$ cat src/rtl/rx_arb_pkg.sv
// -----------------------------------------------------------------------------
// rx_arb_pkg
// Shared types and helpers for the rx port arbiter family.
//   arb_state_e : two-state grant FSM (IDLE = no owner, LOCK = owner mid-packet)
//   rr_pick_t   : result of a round-robin search (found flag + winner index)
//   rr_pick()   : rotate-and-priority-encode search over up to MAX_REQ requesters
// -----------------------------------------------------------------------------
package rx_arb_pkg;

    localparam int MAX_REQ   = 16;
    localparam int MAX_IDX_W = 4;

    typedef enum logic {
        IDLE = 1'b0,
        LOCK = 1'b1
    } arb_state_e;

    typedef struct packed {
        logic                 found;
        logic [MAX_IDX_W-1:0] idx;
    } rr_pick_t;

    // Search valid[] starting at ptr, ascending, wrapping modulo num.
    // The first set bit wins. Bits at or above num are ignored. ptr must be
    // below num, so one conditional subtraction is enough for the wrap.
    function automatic rr_pick_t rr_pick(
        input logic [MAX_REQ-1:0]   valid,
        input logic [MAX_IDX_W-1:0] ptr,
        input int unsigned          num
    );
        rr_pick_t    res;
        int unsigned pos;
        res = '0;
        for (int unsigned k = 0; k < MAX_REQ; k++) begin
            pos = 32'(ptr) + k;
            if (pos >= num) begin
                pos = pos - num;
            end
            if ((k < num) && !res.found && valid[pos[MAX_IDX_W-1:0]]) begin
                res.found = 1'b1;
                res.idx   = pos[MAX_IDX_W-1:0];
            end
        end
        return res;
    endfunction

endpackage

$ cat src/rtl/rr_pick_comb.sv
// -----------------------------------------------------------------------------
// rr_pick_comb
// Combinational round-robin winner search, reusable by any arbiter.
//   valid_i : per-requester request bits
//   ptr_i   : index with highest priority this cycle
//   found_o : at least one request bit is set
//   idx_o   : winning requester (first set bit at or after ptr_i, wrapping)
// -----------------------------------------------------------------------------
module rr_pick_comb
    import rx_arb_pkg::*;
#(
    parameter int N     = 4,
    parameter int IDX_W = (N > 1) ? $clog2(N) : 1
) (
    input  logic [N-1:0]     valid_i,
    input  logic [IDX_W-1:0] ptr_i,
    output logic             found_o,
    output logic [IDX_W-1:0] idx_o
);

    rr_pick_t pick;

    assign pick    = rr_pick(MAX_REQ'(valid_i), MAX_IDX_W'(ptr_i), N);
    assign found_o = pick.found;
    assign idx_o   = pick.idx[IDX_W-1:0];

    // The helper works at the maximum index width; the top bits are always
    // zero for smaller arbiters.
    generate
        if (IDX_W < MAX_IDX_W) begin : g_idx_hi
            logic unused_idx_hi;
            assign unused_idx_hi = ^pick.idx[MAX_IDX_W-1:IDX_W];
        end
    endgenerate

endmodule

$ cat src/rtl/rx_port_arbiter.sv
// -----------------------------------------------------------------------------
// rx_port_arbiter
// Packet-granular round-robin arbiter sharing one registered rx datapath
// between NUM_REQ valid/ready/last requesters. A grant is held from the first
// accepted beat until that requester's last beat is accepted.
//   clk, rst_n : clock, asynchronous active-low reset
//   sched_en   : global enable; low blocks all transfers and freezes the FSM
//   req_valid  : per-requester beat valid
//   req_data   : packed beats, requester i at [i*DATA_WIDTH +: DATA_WIDTH]
//   req_last   : per-requester end-of-packet flag
//   req_ready  : per-requester accept (combinational, one-hot or zero)
//   rx_en      : registered beat strobe
//   rx_data    : registered beat data (holds when rx_en is low)
//   rx_id      : registered source index (holds when rx_en is low)
//   rx_last    : registered end-of-packet flag
//   busy       : FSM is in LOCK
// -----------------------------------------------------------------------------
module rx_port_arbiter
    import rx_arb_pkg::*;
#(
    parameter  int DATA_WIDTH = 8,
    parameter  int NUM_REQ    = 4,
    localparam int ID_WIDTH   = $clog2(NUM_REQ)
) (
    input  logic                          clk,
    input  logic                          rst_n,
    input  logic                          sched_en,
    input  logic [NUM_REQ-1:0]            req_valid,
    input  logic [NUM_REQ*DATA_WIDTH-1:0] req_data,
    input  logic [NUM_REQ-1:0]            req_last,
    output logic [NUM_REQ-1:0]            req_ready,
    output logic                          rx_en,
    output logic [DATA_WIDTH-1:0]         rx_data,
    output logic [ID_WIDTH-1:0]           rx_id,
    output logic                          rx_last,
    output logic                          busy
);

    arb_state_e            state_q, state_d;
    logic [ID_WIDTH-1:0]   owner_q, owner_d;
    logic [ID_WIDTH-1:0]   rr_ptr_q, rr_ptr_d;
    logic                  rx_en_q, rx_en_d;
    logic [DATA_WIDTH-1:0] rx_data_q, rx_data_d;
    logic [ID_WIDTH-1:0]   rx_id_q, rx_id_d;
    logic                  rx_last_q, rx_last_d;

    logic                  win_found;
    logic [ID_WIDTH-1:0]   win_idx;
    logic                  grant_any;
    logic [ID_WIDTH-1:0]   grant_idx;
    logic                  xfer;
    logic [DATA_WIDTH-1:0] grant_beat;
    logic                  grant_last;
    logic [ID_WIDTH-1:0]   grant_idx_inc;
    logic [DATA_WIDTH-1:0] req_beat [NUM_REQ];

    rr_pick_comb #(
        .N     (NUM_REQ),
        .IDX_W (ID_WIDTH)
    ) u_pick (
        .valid_i (req_valid),
        .ptr_i   (rr_ptr_q),
        .found_o (win_found),
        .idx_o   (win_idx)
    );

    // Unpack the beat bus so the grant mux is a plain array index.
    generate
        for (genvar gi = 0; gi < NUM_REQ; gi++) begin : g_req
            assign req_beat[gi]  = req_data[gi*DATA_WIDTH +: DATA_WIDTH];
            assign req_ready[gi] = grant_any && (grant_idx == ID_WIDTH'(gi));
        end
    endgenerate

    // In LOCK the owner keeps the grant regardless of its valid, so a bubble
    // never lets another requester in.
    assign grant_idx     = (state_q == LOCK) ? owner_q : win_idx;
    assign grant_any     = sched_en && ((state_q == LOCK) || win_found);
    assign xfer          = grant_any && req_valid[grant_idx];
    assign grant_beat    = req_beat[grant_idx];
    assign grant_last    = req_last[grant_idx];
    assign grant_idx_inc = (grant_idx == ID_WIDTH'(NUM_REQ - 1)) ? '0 : grant_idx + 1'b1;

    // In LOCK grant_idx equals owner_q, so one rule set covers both states:
    // a last beat releases the grant and moves the pointer past the sender,
    // any other beat (re)asserts ownership.
    always_comb begin
        state_d   = state_q;
        owner_d   = owner_q;
        rr_ptr_d  = rr_ptr_q;
        rx_en_d   = 1'b0;
        rx_last_d = 1'b0;
        rx_data_d = rx_data_q;
        rx_id_d   = rx_id_q;
        if (xfer) begin
            rx_en_d   = 1'b1;
            rx_last_d = grant_last;
            rx_data_d = grant_beat;
            rx_id_d   = grant_idx;
            if (grant_last) begin
                state_d  = IDLE;
                rr_ptr_d = grant_idx_inc;
            end else begin
                state_d  = LOCK;
                owner_d  = grant_idx;
            end
        end
    end

    always_ff @(posedge clk or negedge rst_n) begin
        if (!rst_n) begin
            state_q   <= IDLE;
            owner_q   <= '0;
            rr_ptr_q  <= '0;
            rx_en_q   <= 1'b0;
            rx_data_q <= '0;
            rx_id_q   <= '0;
            rx_last_q <= 1'b0;
        end else begin
            state_q   <= state_d;
            owner_q   <= owner_d;
            rr_ptr_q  <= rr_ptr_d;
            rx_en_q   <= rx_en_d;
            rx_data_q <= rx_data_d;
            rx_id_q   <= rx_id_d;
            rx_last_q <= rx_last_d;
        end
    end

    assign rx_en   = rx_en_q;
    assign rx_data = rx_data_q;
    assign rx_id   = rx_id_q;
    assign rx_last = rx_last_q;
    assign busy    = (state_q == LOCK);

endmodule

$ cat config.mk
export PLATFORM = sky130hd
export DESIGN_NAME = rx_port_arbiter
export DESIGN_NICKNAME = d
export VERILOG_FILES = /design/src/rtl/rx_arb_pkg.sv /design/src/rtl/rr_pick_comb.sv /design/src/rtl/rx_port_arbiter.sv
export SDC_FILE = /design/constraint.sdc
export NUM_CORES = 1
export LEC_CHECK = 0
export CAP_MARGIN = 20
export CORE_ASPECT_RATIO = 1.2
export CORE_MARGIN = 2
export CORE_UTILIZATION = 35
export DETAILED_ROUTE_END_ITERATION = 10
export PLACE_DENSITY_LB_ADDON = 0.12
export SETUP_SLACK_MARGIN = 0.2
export SLEW_MARGIN = 20
export SYNTH_ARGS = -nofsm -noshare
export SYNTH_HDL_FRONTEND = slang
export SYNTH_HIERARCHICAL = 1
export SYNTH_SLANG_ARGS = --single-unit
$ cat constraint.sdc
create_clock -name clk -period 4.2 [get_ports clk]
set_input_delay 0.84 -clock clk [delete_from_list [all_inputs] [get_ports clk]]
set_output_delay 0.84 -clock clk [all_outputs]
set_load 0.02 [all_outputs]
==> implementation parameters <==
Parameter                              Value

Outcome
  Run status ... finished, final reports clean

Clock network
  Clock input transition at the sequential cells of the worst setup and hold paths ... 70 ps
  TritonCTS clock tree ... built
  Worst-skew pair later-pin latency ... 260 ps
  # clock sinks ... 17
  CTS Buf Count ... 3
  Clock Tree Root ... sky130_fd_sc_hd__clkbuf_8
  Maximum number of buffers from clock root to sink ... 2
  Hold_buf cts ... 0
  H-tree lvl count ... 1

Global route
  Wire length of the first global-routing pass ... 6530 um
  Largest net degree at the start of global routing ... 18
  Gr usage total ... 0.176
  Number of global-route vias before repair ... 1442
  Initial antenna violation count ... 0
  Total gr overflow ... 0

Setup path
  Crit Reg-Reg Startpoint ... rr_ptr_q[0]
  Data arrival time at the worst-slack endpoint ... 3020 ps
  Cells along the critical path ... dlygate4sd2_1, mux4_2, buf_4, a21boi_0, o21ai_1, o21ai_2, mux2i_4, inv_2, ha_1, and2_1, buf_2
  Crit path max-delay cell type ... sky130_fd_sc_hd__mux4_2
  Largest stage delay, worst path ... 510 ps
  Family with the most delay on the worst path ... multiplexers
  Kind of start point of the critical path ... input port
  Critical path buffer and inverter count ... 4
  Reg2reg setup slack ... 880 ps
  Data required, critical path ... 3360 ps
  Critical Path Sink Type ... output port
  Worst setup path category ... input port to output port
  Maximum fanout along the worst path ... 5
  Capturing point of the worst reg2reg path ... rr_ptr_q[0]
  R2R depth ... 13

Yosys
  Synthesized instance count ... 160
  Number of nets produced by synthesis ... 211
  Per-instance average area after synthesis ... 9.13 um^2
  Count of state elements after synthesis ... 17
  Part of the Yosys area used for sequential elements ... 0.291
  Ys Warns ... 6
  Netlist area before placement ... 1460 um^2
  Cell variety after synth ... 34

STA
  Count of endpoints failing setup in the final report ... 0
  Setup repair after global routing missed its margin ... no
  PnR worst setup slack ... 345 ps
  Share of the clock period used by the worst path ... 0.918
  Slew at the pin closest to its max-slew limit ... 775 ps
  Slew Viols, Final ... 0
  Slew headroom ... 0.482
  FMAX ... 259 MHz
  Time the final worst path needs with I/O delays and setup ... 3860 ps
  Hold Vio Cnt, Final ... 0
  Worst Clk Skew ... 6.06 ps
  Min Hold Slack ... 518 ps

Placed design
  Half-perimeter wire length after detailed placement ... 3150 um
  Pre-CTS setup slack ... -308 ps
  Gp weighted congestion ... 0.938
  IO Port Bufs ... 59
  Placed cell count ... 282

Power and ir drop
  IR drop worst, VDD ... 0.292 mV
  Total power after layout ... 1.98 mW
  Clock network power share ... 0.063
  Internal power contribution ... 1.13 mW
  Net switching power ... 0.849 mW
  Standby leakage power ... 1.08 nW
  Sequential share of power ... 0.157
  Power density over the cells ... 869 nW/um^2
  Switch share ... 0.428
  Combinational share of power ... 0.780

Hold path
  Hold Path Origin ... rx_data[3]
  Hold-critical path depth ... 1
  Hold Path Class ... flop to flop
  Hold EP ... rx_data[3]

Routing
  Vias per inst ... 4.95
  Total Routed Length ... 3990 um
  Violation count after the first detailed-route iteration ... 49
  Post-route antenna net violation count ... 0
  Routed wire length per instance ... 13.6 um
  Total DRC errors in the routed layout ... 0
  Routed via count ... 1451
  TritonRoute pass-1 iters ... 4

Floorplanning
  Die W ... 63.0 um
  I/O Pins ... 60
  Effective utilization at floorplan ... 0.368
  Die Footprint ... 4710 um^2
  Core area ... 3970 um^2
  Number of standard-cell rows in the floorplan ... 25
  DIE HEIGHT ... 74.8 um

Flow run
  Number of maximum-capacitance constraint violations ... 0

Cells and area
  Leading cell type in the layout, fill and taps excluded ... sky130_fd_sc_hd__clkdlybuf4s50_1
  Number of antenna cells inserted ... 0
  Signed area change from the synthesized netlist to the final layout ... 56.3%
  Leading cell types in the layout, fill and taps excluded ... sky130_fd_sc_hd__clkdlybuf4s50_1 (51), sky130_fd_sc_hd__nand2_1 (39), sky130_fd_sc_hd__buf_4 (23), sky130_fd_sc_hd__dfrtp_1 (17), sky130_fd_sc_hd__mux2_4 (11)
  Filler-free cell count of the finished design ... 293
  Number of nets in the finished design ... 291
  Proportion of layout cells with a drive suffix above 1 ... 0.230
[worst max-delay path by stage]
stage               cells past startpoint           end         start
global route                           11  req_ready[3]  req_valid[3]
global placement                       10  req_ready[1]  req_valid[3]
CTS                                    10  req_ready[2]  req_valid[3]
detailed placement                     10  req_ready[1]  req_valid[3]
floorplan                              13  req_ready[3]   rr_ptr_q[0]
finish                                 11  req_ready[1]  req_valid[3]
[Yosys cell counts]
library cell,number,share of area
sky130_fd_sc_hd__and3_1,9,0.039
sky130_fd_sc_hd__inv_1,6,0.015
sky130_fd_sc_hd__mux4_2,2,0.031
sky130_fd_sc_hd__mux2i_1,5,0.034
sky130_fd_sc_hd__mux2_2,2,0.015
sky130_fd_sc_hd__o211ai_1,1,0.0051
sky130_fd_sc_hd__mux4_1,1,0.018
sky130_fd_sc_hd__mux2_1,1,0.0077
sky130_fd_sc_hd__o21ai_0,5,0.017
sky130_fd_sc_hd__clkbuf_1,2,0.0051
sky130_fd_sc_hd__a21oi_2,1,0.0060
sky130_fd_sc_hd__a21boi_2,1,0.0077
sky130_fd_sc_hd__and2_1,4,0.017
sky130_fd_sc_hd__nand2_1,39,0.10
sky130_fd_sc_hd__a31oi_1,8,0.034
sky130_fd_sc_hd__dfrtp_1,17,0.29
sky130_fd_sc_hd__mux2_4,11,0.11
sky130_fd_sc_hd__a211oi_1,1,0.0051
sky130_fd_sc_hd__a221o_1,1,0.0069
sky130_fd_sc_hd__mux2i_4,1,0.015
sky130_fd_sc_hd__buf_6,3,0.023
sky130_fd_sc_hd__ha_1,8,0.069
sky130_fd_sc_hd__a32oi_1,2,0.012
sky130_fd_sc_hd__inv_2,1,0.0026
sky130_fd_sc_hd__o21a_1,3,0.015
sky130_fd_sc_hd__nand3b_1,2,0.010
sky130_fd_sc_hd__nand2b_1,4,0.017
sky130_fd_sc_hd__nand3_1,2,0.0069
sky130_fd_sc_hd__a21oi_1,4,0.014
sky130_fd_sc_hd__o21ai_1,1,0.0034
sky130_fd_sc_hd__a21boi_0,2,0.010
sky130_fd_sc_hd__nor2_1,5,0.013
sky130_fd_sc_hd__a21boi_1,1,0.0051
sky130_fd_sc_hd__buf_2,4,0.014
[cells by family after synthesis]
kind of cell | after synthesis | share of synthesized area
simple gates | 65 | 0.203
compound gates | 31 | 0.142
mux | 23 | 0.235
flops | 17 | 0.291
buf+inv | 16 | 0.0600
fa+ha+maj | 8 | 0.0686
[sequential cells by signal, indices dropped and copies added, names as in the netlist]
register,count
rx_data,8
rr_ptr_q,2
rx_id,2
rx_last,1
owner_q,2
rx_en,1
busy,1
[cell type report]
| cell class | count | area, um^2 |
|---|---|---|
| clock inverter | 1 | 5.00 |
| timing repair buffer | 84 | 767 |
| tap | 54 | 67.6 |
| fill | 389 | 1690 |
| sequential | 17 | 425 |
| multi-input combinational | 127 | 950 |
| clock buffer | 3 | 41.3 |
| inverter | 7 | 26.3 |
[power groups by stage]
stage | sequential [mW] | clock [mW] | combinational (mW)
global placement | 0.313 | 0 | 1.44
finish | 0.311 | 0.124 | 1.55
global route | 0.325 | 0.131 | 1.70
CTS | 0.313 | 0.128 | 1.56
detailed placement | 0.315 | 0 | 1.47
floorplan | 0.380 | 0 | 0.916
[routing by layer]
| metal | GRT usage | routed length (um) | vias to the layer above |
|---|---|---|---|
| met5 | 0 | 0 | - |
| met4 | 0.0716 | 51 | 0 |
| met3 | 0.0448 | 295 | 6 |
| met2 | 0.318 | 2020 | 63 |
| met1 | 0.202 | 1620 | 668 |
| li1 | - | - | 714 |
[stage by stage]
step	area (um^2)	setup TNS [ps]	util
finish	2280	0	0.574
global route	2280	0	0.574
CTS	2280	0	0.574
detailed placement	2190	-1140	0.552
global placement	2190	-970	0.552
floorplan	1460	0	-
[what timing repair did]
action,4_1_cts,5_1_grt
gates resized for setup,28,0
endpoints found under the setup margin,4,0
endpoints found under the hold margin,0,0
buffers inserted,7,0
No activity file was read; power rests on OpenSTA's default activity.
